**src/rtl/video_timing_rx.sv**
```systemverilog
// Video timing receiver: recovers pixel coordinates from incoming HS/VS/DE.
// Also measures line and frame geometry, and reports lock once the geometry is stable.
module video_timing_rx #(
  parameter bit HS_POL = 1'b1,
  parameter bit VS_POL = 1'b1
) (
  input  logic        clk,
  input  logic        reset,
  input  logic        vga_hs,
  input  logic        vga_vs,
  input  logic        vga_de,
  input  logic [7:0]  vga_r,
  input  logic [7:0]  vga_g,
  input  logic [7:0]  vga_b,
  output logic [23:0] rgb_out,
  output logic        pix_valid,
  output logic [9:0]  pix_x,
  output logic [9:0]  pix_y,
  output logic        frame_start,
  output logic [11:0] h_total_meas,
  output logic [11:0] h_active_meas,
  output logic [11:0] v_total_meas,
  output logic [11:0] v_active_meas,
  output logic        locked
);

  typedef enum logic [1:0] {
    UNLOCKED = 2'd0,
    CHECK1   = 2'd1,
    LOCKED   = 2'd2
  } lock_state_t;

  lock_state_t state_reg, state_next;

  logic        s_hs_reg, s_vs_reg, s_de_reg;
  logic [23:0] s_rgb_reg;
  logic        p_hs_reg, p_vs_reg, p_de_reg;

  logic [11:0] h_cnt_reg, x_cnt_reg, de_run_reg, line_cnt_reg, de_line_reg;
  logic [11:0] x_cur, line_next, de_line_next, h_total_next, h_active_next;
  logic        hs_edge, vs_edge, de_fall;

  function automatic logic [11:0] sat_inc(input logic [11:0] v);
    return (v == 12'hFFF) ? v : v + 12'd1;
  endfunction

  function automatic logic [9:0] sat10(input logic [11:0] v);
    return (v > 12'd1023) ? 10'd1023 : v[9:0];
  endfunction

  always_ff @(posedge clk or posedge reset) begin
    if (reset) begin
      s_hs_reg  <= 1'b0;
      s_vs_reg  <= 1'b0;
      s_de_reg  <= 1'b0;
      s_rgb_reg <= '0;
      p_hs_reg  <= 1'b0;
      p_vs_reg  <= 1'b0;
      p_de_reg  <= 1'b0;
    end else begin
      s_hs_reg  <= vga_hs;
      s_vs_reg  <= vga_vs;
      s_de_reg  <= vga_de;
      s_rgb_reg <= {vga_r, vga_g, vga_b};
      p_hs_reg  <= s_hs_reg;
      p_vs_reg  <= s_vs_reg;
      p_de_reg  <= s_de_reg;
    end
  end

  assign hs_edge = (s_hs_reg == HS_POL) && (p_hs_reg != HS_POL);
  assign vs_edge = (s_vs_reg == VS_POL) && (p_vs_reg != VS_POL);
  assign de_fall = p_de_reg && !s_de_reg;

  // The line increment is folded in before capture, so a VS edge that lands on an HS edge counts that line.
  always_comb begin
    x_cur         = hs_edge ? 12'd0 : x_cnt_reg;
    line_next     = hs_edge ? sat_inc(line_cnt_reg) : line_cnt_reg;
    de_line_next  = de_fall ? sat_inc(de_line_reg) : de_line_reg;
    h_total_next  = hs_edge ? sat_inc(h_cnt_reg) : h_total_meas;
    h_active_next = de_fall ? de_run_reg : h_active_meas;
  end

  always_ff @(posedge clk or posedge reset) begin
    if (reset) begin
      h_cnt_reg     <= '0;
      x_cnt_reg     <= '0;
      de_run_reg    <= '0;
      line_cnt_reg  <= '0;
      de_line_reg   <= '0;
      h_total_meas  <= '0;
      h_active_meas <= '0;
      v_total_meas  <= '0;
      v_active_meas <= '0;
    end else begin
      h_cnt_reg     <= hs_edge ? 12'd0 : sat_inc(h_cnt_reg);
      x_cnt_reg     <= s_de_reg ? sat_inc(x_cur) : x_cur;
      de_run_reg    <= s_de_reg ? sat_inc(de_run_reg) : 12'd0;
      h_total_meas  <= h_total_next;
      h_active_meas <= h_active_next;
      if (vs_edge) begin
        v_total_meas  <= line_next;
        v_active_meas <= de_line_next;
        line_cnt_reg  <= '0;
        de_line_reg   <= '0;
      end else begin
        line_cnt_reg  <= line_next;
        de_line_reg   <= de_line_next;
      end
    end
  end

  always_ff @(posedge clk or posedge reset) begin
    if (reset) begin
      pix_valid   <= 1'b0;
      pix_x       <= '0;
      pix_y       <= '0;
      frame_start <= 1'b0;
      rgb_out     <= '0;
    end else begin
      pix_valid   <= s_de_reg;
      pix_x       <= sat10(x_cur);
      pix_y       <= sat10(de_line_reg);
      frame_start <= s_de_reg && (x_cur == 12'd0) && (de_line_reg == 12'd0);
      if (s_de_reg) begin
        rgb_out <= s_rgb_reg;
      end
    end
  end

  // Per-field comparison of this frame's measurements against the previous frame's.
  logic [11:0] new_set [4];
  logic [3:0]  field_match, field_zero;
  logic        set_match;

  assign new_set[0] = h_total_next;
  assign new_set[1] = h_active_next;
  assign new_set[2] = line_next;
  assign new_set[3] = de_line_next;

  generate
    for (genvar gi = 0; gi < 4; gi++) begin : g_set
      logic [11:0] prev_reg;
      always_ff @(posedge clk or posedge reset) begin
        if (reset) begin
          prev_reg <= '0;
        end else if (vs_edge) begin
          prev_reg <= new_set[gi];
        end
      end
      assign field_match[gi] = (new_set[gi] == prev_reg);
      assign field_zero[gi]  = (new_set[gi] == 12'd0);
    end
  endgenerate

  assign set_match = (&field_match) && !(|field_zero);

  always_ff @(posedge clk or posedge reset) begin
    if (reset) begin
      state_reg <= UNLOCKED;
    end else begin
      state_reg <= state_next;
    end
  end

  always_comb begin
    state_next = state_reg;
    if (vs_edge) begin
      if (!set_match) begin
        state_next = UNLOCKED;
      end else begin
        case (state_reg)
          UNLOCKED: state_next = CHECK1;
          CHECK1:   state_next = LOCKED;
          default:  state_next = LOCKED;
        endcase
      end
    end
  end

  assign locked = (state_reg == LOCKED);

endmodule

```
**config.mk**
```make
export PLATFORM = sky130hd
export DESIGN_NAME = video_timing_rx
export DESIGN_NICKNAME = d
export VERILOG_FILES = /design/src/rtl/video_timing_rx.sv
export SDC_FILE = /design/constraint.sdc
export NUM_CORES = 1
export LEC_CHECK = 0
export ABC_AREA = 1
export CAP_MARGIN = 30
export CORE_MARGIN = 2
export CORE_UTILIZATION = 50
export CTS_CLUSTER_SIZE = 25
export DETAILED_ROUTE_END_ITERATION = 8
export PLACE_DENSITY = 0.78
export SKIP_CTS_REPAIR_TIMING = 1
export SLEW_MARGIN = 0
export SYNTH_ARGS = -nofsm -noshare
export SYNTH_HDL_FRONTEND = slang
export SYNTH_SLANG_ARGS = --single-unit
```
**constraint.sdc**
```tcl
create_clock -name clk -period 8.1 [get_ports clk]
set_input_delay 0.81 -clock clk [delete_from_list [all_inputs] [get_ports clk]]
set_output_delay 0.81 -clock clk [all_outputs]
set_load 0.02 [all_outputs]
```
# After elaboration in Yosys (flattened, before gate mapping)
# Index checks and enable logic that the tools add are counted.
[word_totals]
ff_bits = 209
latchBits = 0
ramBits = 0
rom_bits = 0
in_bits = 29
out_inout_bits = 95
wordCells = 79
n_memories = 0
[op_classes]
n_addsub = 5
n_mul = 0
n_div = 0
n_lt_le_gt_ge = 2
eq_ne = 11
n_shift = 0
muxes = 19
bitwise = 2
reduce_logical = 17
[ops]
columns = ["cell", "count"]
rows = [
  ["12-bit two-way mux", 15],
  ["12-bit logical NOT", 6],
  ["12-bit by 1-bit adder with 12-bit output, second input constant", 5],
  ["12-bit equality test, second input constant", 5],
  ["12-bit equality test", 4],
  ["12-bit by 10-bit > comparator with 1-bit output, second input constant", 2],
  ["10-bit two-way mux", 2],
  ["1-bit logical AND", 6],
  ["2-bit two-way mux", 2],
  ["4-bit AND reduction", 1],
  ["4-bit OR reduction", 1],
  ["2-bit equality test, second input constant", 1],
  ["1-bit logical NOT", 2],
  ["2-bit logical NOT", 1],
  ["2-bit inequality test, second input constant", 1],
  ["1-bit NOT", 2],
]

# Depth between registers and ports, before layout
[logic_depth]
depth_word = 8
depth_mapped = 18
depth_no_buf = 18

# Least setup slack after synthesis
# Ideal clock, no wire load.
[synth_timing]
kind = "register to register"
from = "reg s_hs_reg"
to = "reg x_cnt_reg[5]"
setup_ns = 0.125
arrival_time_ns = 1.974
required_time_ns = 7.975
path_slack_ns = 6.002
path_stages_with_launch = 18
n_path_buf = 1
period_less_slack_ns = 2.098
path_cell_list = "dfrtp_1 > inv_1 > nor2_2 > inv_2 > buf_4 > nand2_1 > inv_1 > ha_1 > nand3_1 > nor2_1 > nand4_1 > nor3_2 > nand2_1 > nand2_2 > inv_2 > nand2_1 > nor3_1 > xnor2_1"
[synth_via]
elab_chain_len = 5
word_cells_on_any_way = 6
classes_between = "add/sub (1); eq/ne (1); mux (3); reduce/logical (1)"
[synth_rtl]
columns = ["element", "line_no", "text"]
rows = [
  ["start: declaration", "35", "logic s_hs_reg, s_vs_reg, s_de_reg;"],
  ["start signal: assignment", "61", "s_hs_reg <= vga_hs;"],
  ["1-bit logical AND *", "71", "assign hs_edge = (s_hs_reg == HS_POL) && (p_hs_reg != HS_POL);"],
  ["12-bit two-way mux *", "77", "x_cur = hs_edge ? 12'd0 : x_cnt_reg;"],
  ["12-bit by 1-bit adder with 12-bit output or 12-bit equality test (tied branches)", "44", "return (v == 12'hFFF) ? v : v + 12'd1;"],
  ["12-bit two-way mux", "44", ""],
  ["12-bit two-way mux *", "97", "x_cnt_reg <= s_de_reg ? sat_inc(x_cur) : x_cur;"],
  ["end signal: assignment", "97", ""],
  ["end: declaration", "39", "logic [11:0] h_cnt_reg, x_cnt_reg, de_run_reg, line_cnt_reg, de_line_reg;"],
]
# Mark *: on every way between the ends. The rest lies on a longest branch, timed or not.
# A chain may end at the register's enable or synchronous reset.

# Worst setup path in the final report
[layout_timing]
from = "reg p_hs_reg"
to = "reg x_cnt_reg[5]"
[layout_via]
elab_chain_len = 6
word_cells_on_any_way = 7
classes_between = "add/sub (1); eq/ne (1); mux (3); bitwise (1); reduce/logical (1)"
[layout_rtl]
columns = ["element", "line_no", "text"]
rows = [
  ["start: declaration", "37", "logic p_hs_reg, p_vs_reg, p_de_reg;"],
  ["start signal: assignment", "65", "p_hs_reg <= s_hs_reg;"],
  ["1-bit NOT *", "71", ""],
  ["1-bit logical AND *", "71", ""],
  ["12-bit two-way mux *", "77", ""],
  ["12-bit by 1-bit adder with 12-bit output or 12-bit equality test (tied branches)", "44", ""],
  ["12-bit two-way mux", "44", ""],
  ["12-bit two-way mux *", "97", ""],
]
# Marked as above.

==> flow_summary.ini <==
[finish]
diodes = 0
largest_reg_flops = 36
nets = 1365
drive_gt1_share_pct = 10.5
syn_to_final_growth_pct = 22.1
multi_input_area_um2 = 4120
fill_cells = 1687
regArea_um2 = 5230

[sta]
hold_viol = 0
fin_crit_sh_pct = 37.9
slew_violations = 0
final-setup-viol-count = 0
fmaxAchievable_ghz = 0.325
worst_slack_ps = 5030
fin_tns_setup_ps = 0
rsz0062_at_grt = false
skew_ps = 19.7
relSlewSlack_pct = 43.7
tightest_slew_ps = 844
period_needed_ps = 3070

[logic_synthesis]
ys.flop_type = dfrtp_1
synth_edf_count = 0
synth_cell_type_count = 41
ys_top_cells_by_count = nand2_1 (398), dfrtp_1 (209), inv_1 (111)
syn_inst = 1208
syn_area_um2 = 9960
synth-seq-area-share_pct = 52.5
yosysMostFrequentCell = nand2_1
yosys_warnings = 0
synth_top_area_cell = dfrtp_1
syn_area_per_cell_um2 = 8.25
synth_area_leaders = dfrtp_1 (52%), nand2_1 (15%), nand3_1 (4.4%)
yosys_register_bits = 209
synth_top_area_share_pct = 52.5
async_reset_ff_share_pct = 100
synth_fp_nets = 1244

[worst_hold_path]
min_path_cells = 0
hold_end = p_hs_reg
hp-start = s_hs_reg
hold_class = reg -> reg

[grt]
grt_max_degree = 129
antenna_found_initial = 0
grt_util_all_layers_pct = 22.0
grt_pass1_wl_um = 38800
overflow = 0
grt_pass1_vias = 8084

[clock_tree]
cts_root_buf = clkbuf_16
cts_tree = yes
clk_path_buf_depth = 3
htree_num_levels = 1
clkSinkCount = 209
worstSkewPairLatency_ps = 530
cts_made_buffers = 23
cts.clk_slew.worst_paths_ps = 60

[worst_setup_path]
worst-setup-path-type = reg -> reg
endpoint_kind = flop
crit_arrival_ps = 3510
rrSetupSlack_ps = 5030
worstPathRequired_ps = 8540
crit_fanout = 56
r2r_start = p_hs_reg
r2r-end = x_cnt_reg[5]
startpoint_type = flop
reg2reg_depth = 16

[die]
num_rows = 51
die_h_um = 145
coreArea_um2 = 19500
ios = 124
die_area_um2 = 21100
start_util_pct = 51.0
die_w_um = 145

[drt]
drtAntennaViolNets = 0
drc = 0
avgRoutedWirePerCell_um = 14.2
wl_um = 22900
drt-vias-per-instance = 5.14
vias = 8276
first_pass_iters = 5
drt-initial-drc-count = 597

[placed_design]
dpl.hpwl_um = 15800
place_ws_ps = 5060
gp_congestion = 0.890
port_buffers = 123

[run]
drv_cap = 0

[pwr]
p_leak_uw = 0.00590
vdd_drop_max_mv = 0.160
cellPowerDensity_nw_per_um2 = 220

[run_status]
status = finished, final reports clean
==> worst max-delay path, stage by stage, from the launching register on <==
cell and delay (ps):
dfrtp_1 390, nor2_4 100, buf_4 490, inv_2 380, nand2_1 270, inv_1 70
ha_1 190, nand3_1 100, nor2_1 60, nand4_1 100, nor3_2 60, nand2_1 100
nand2_2 90, inv_2 130, nand2_1 100, nor3_1 200, xnor2_1 140
==> report_power, final <==
group | internal, µW | switching, µW
sequential | 1130 | 69.4
combinational | 195 | 287
clock | 571 | 421
==> worst max-delay path by stage <==
stage,slack (ps),from,endpoint
3_3_place_gp,5000,reset,de_run_reg[2]
4_1_cts,5050,p_hs_reg,x_cnt_reg[5]
5_1_grt,4690,s_hs_reg,x_cnt_reg[5]
2_1_floorplan,1580,reset,de_line_reg[0]
3_5_place_dp,5060,p_hs_reg,x_cnt_reg[5]
6_report,5030,p_hs_reg,x_cnt_reg[5]
==> cell families after synthesis <==
kind of cell	after synthesis	synth area share, %
DFF	209	52.5
and+or+nand+nor	721	33.3
adders and majority gates	7	0.879
xor gates and xnor gates	24	2.11
AOI/OAI and AO/OA	93	4.95
buffers and inverters	154	6.25
==> layout by cell type, fill, tap and decap left out, types with 19 or more instances in the layout <==
cell type,count
nand2_1,398
dfrtp_1,209
clkdlybuf4s50_1,123
inv_1,109
nand3_1,88
nor2_1,88
o21ai_0,59
nand2_2,35
clkbuf_16,23
nand4_1,19
==> cell type report <==
class / instances / share of cell area, %
clock buffers: 34 / 5.48
repair buffers: 129 / 10.8
inverters: 121 / 3.79
clock inverters: 6 / 0.370
multi-input cells: 845 / 33.9
well taps: 265 / 2.72
flip-flops and latches: 209 / 43.0
==> stage by stage <==
stage / instance area (µm²) / util (%) / power (µW) / cells / hold slack [ps]
finish: 12200 / 62.3 / 2680 / 1609 / 374
detailed placement: 11500 / 58.7 / 1700 / 1569 / 362
global route: 12200 / 62.3 / 2810 / 1609 / 395
global placement: 11400 / 58.4 / 1680 / 1567 / 360
floorplan: 9960 / - / 1510 / 1208 / 354
CTS: 12200 / 62.3 / 2700 / 1609 / 375
==> routing by layer <==
metal / vias to the layer above / global-route usage, % / share of wire [%]
li1: 4069 / - / -
met1: 3963 / 28.9 / 43
met2: 204 / 37.1 / 48
met3: 40 / 4.69 / 5.9
met4: 0 / 6.57 / 2.9
met5: - / 0 / 0
(Power assumes the default switching activity.)
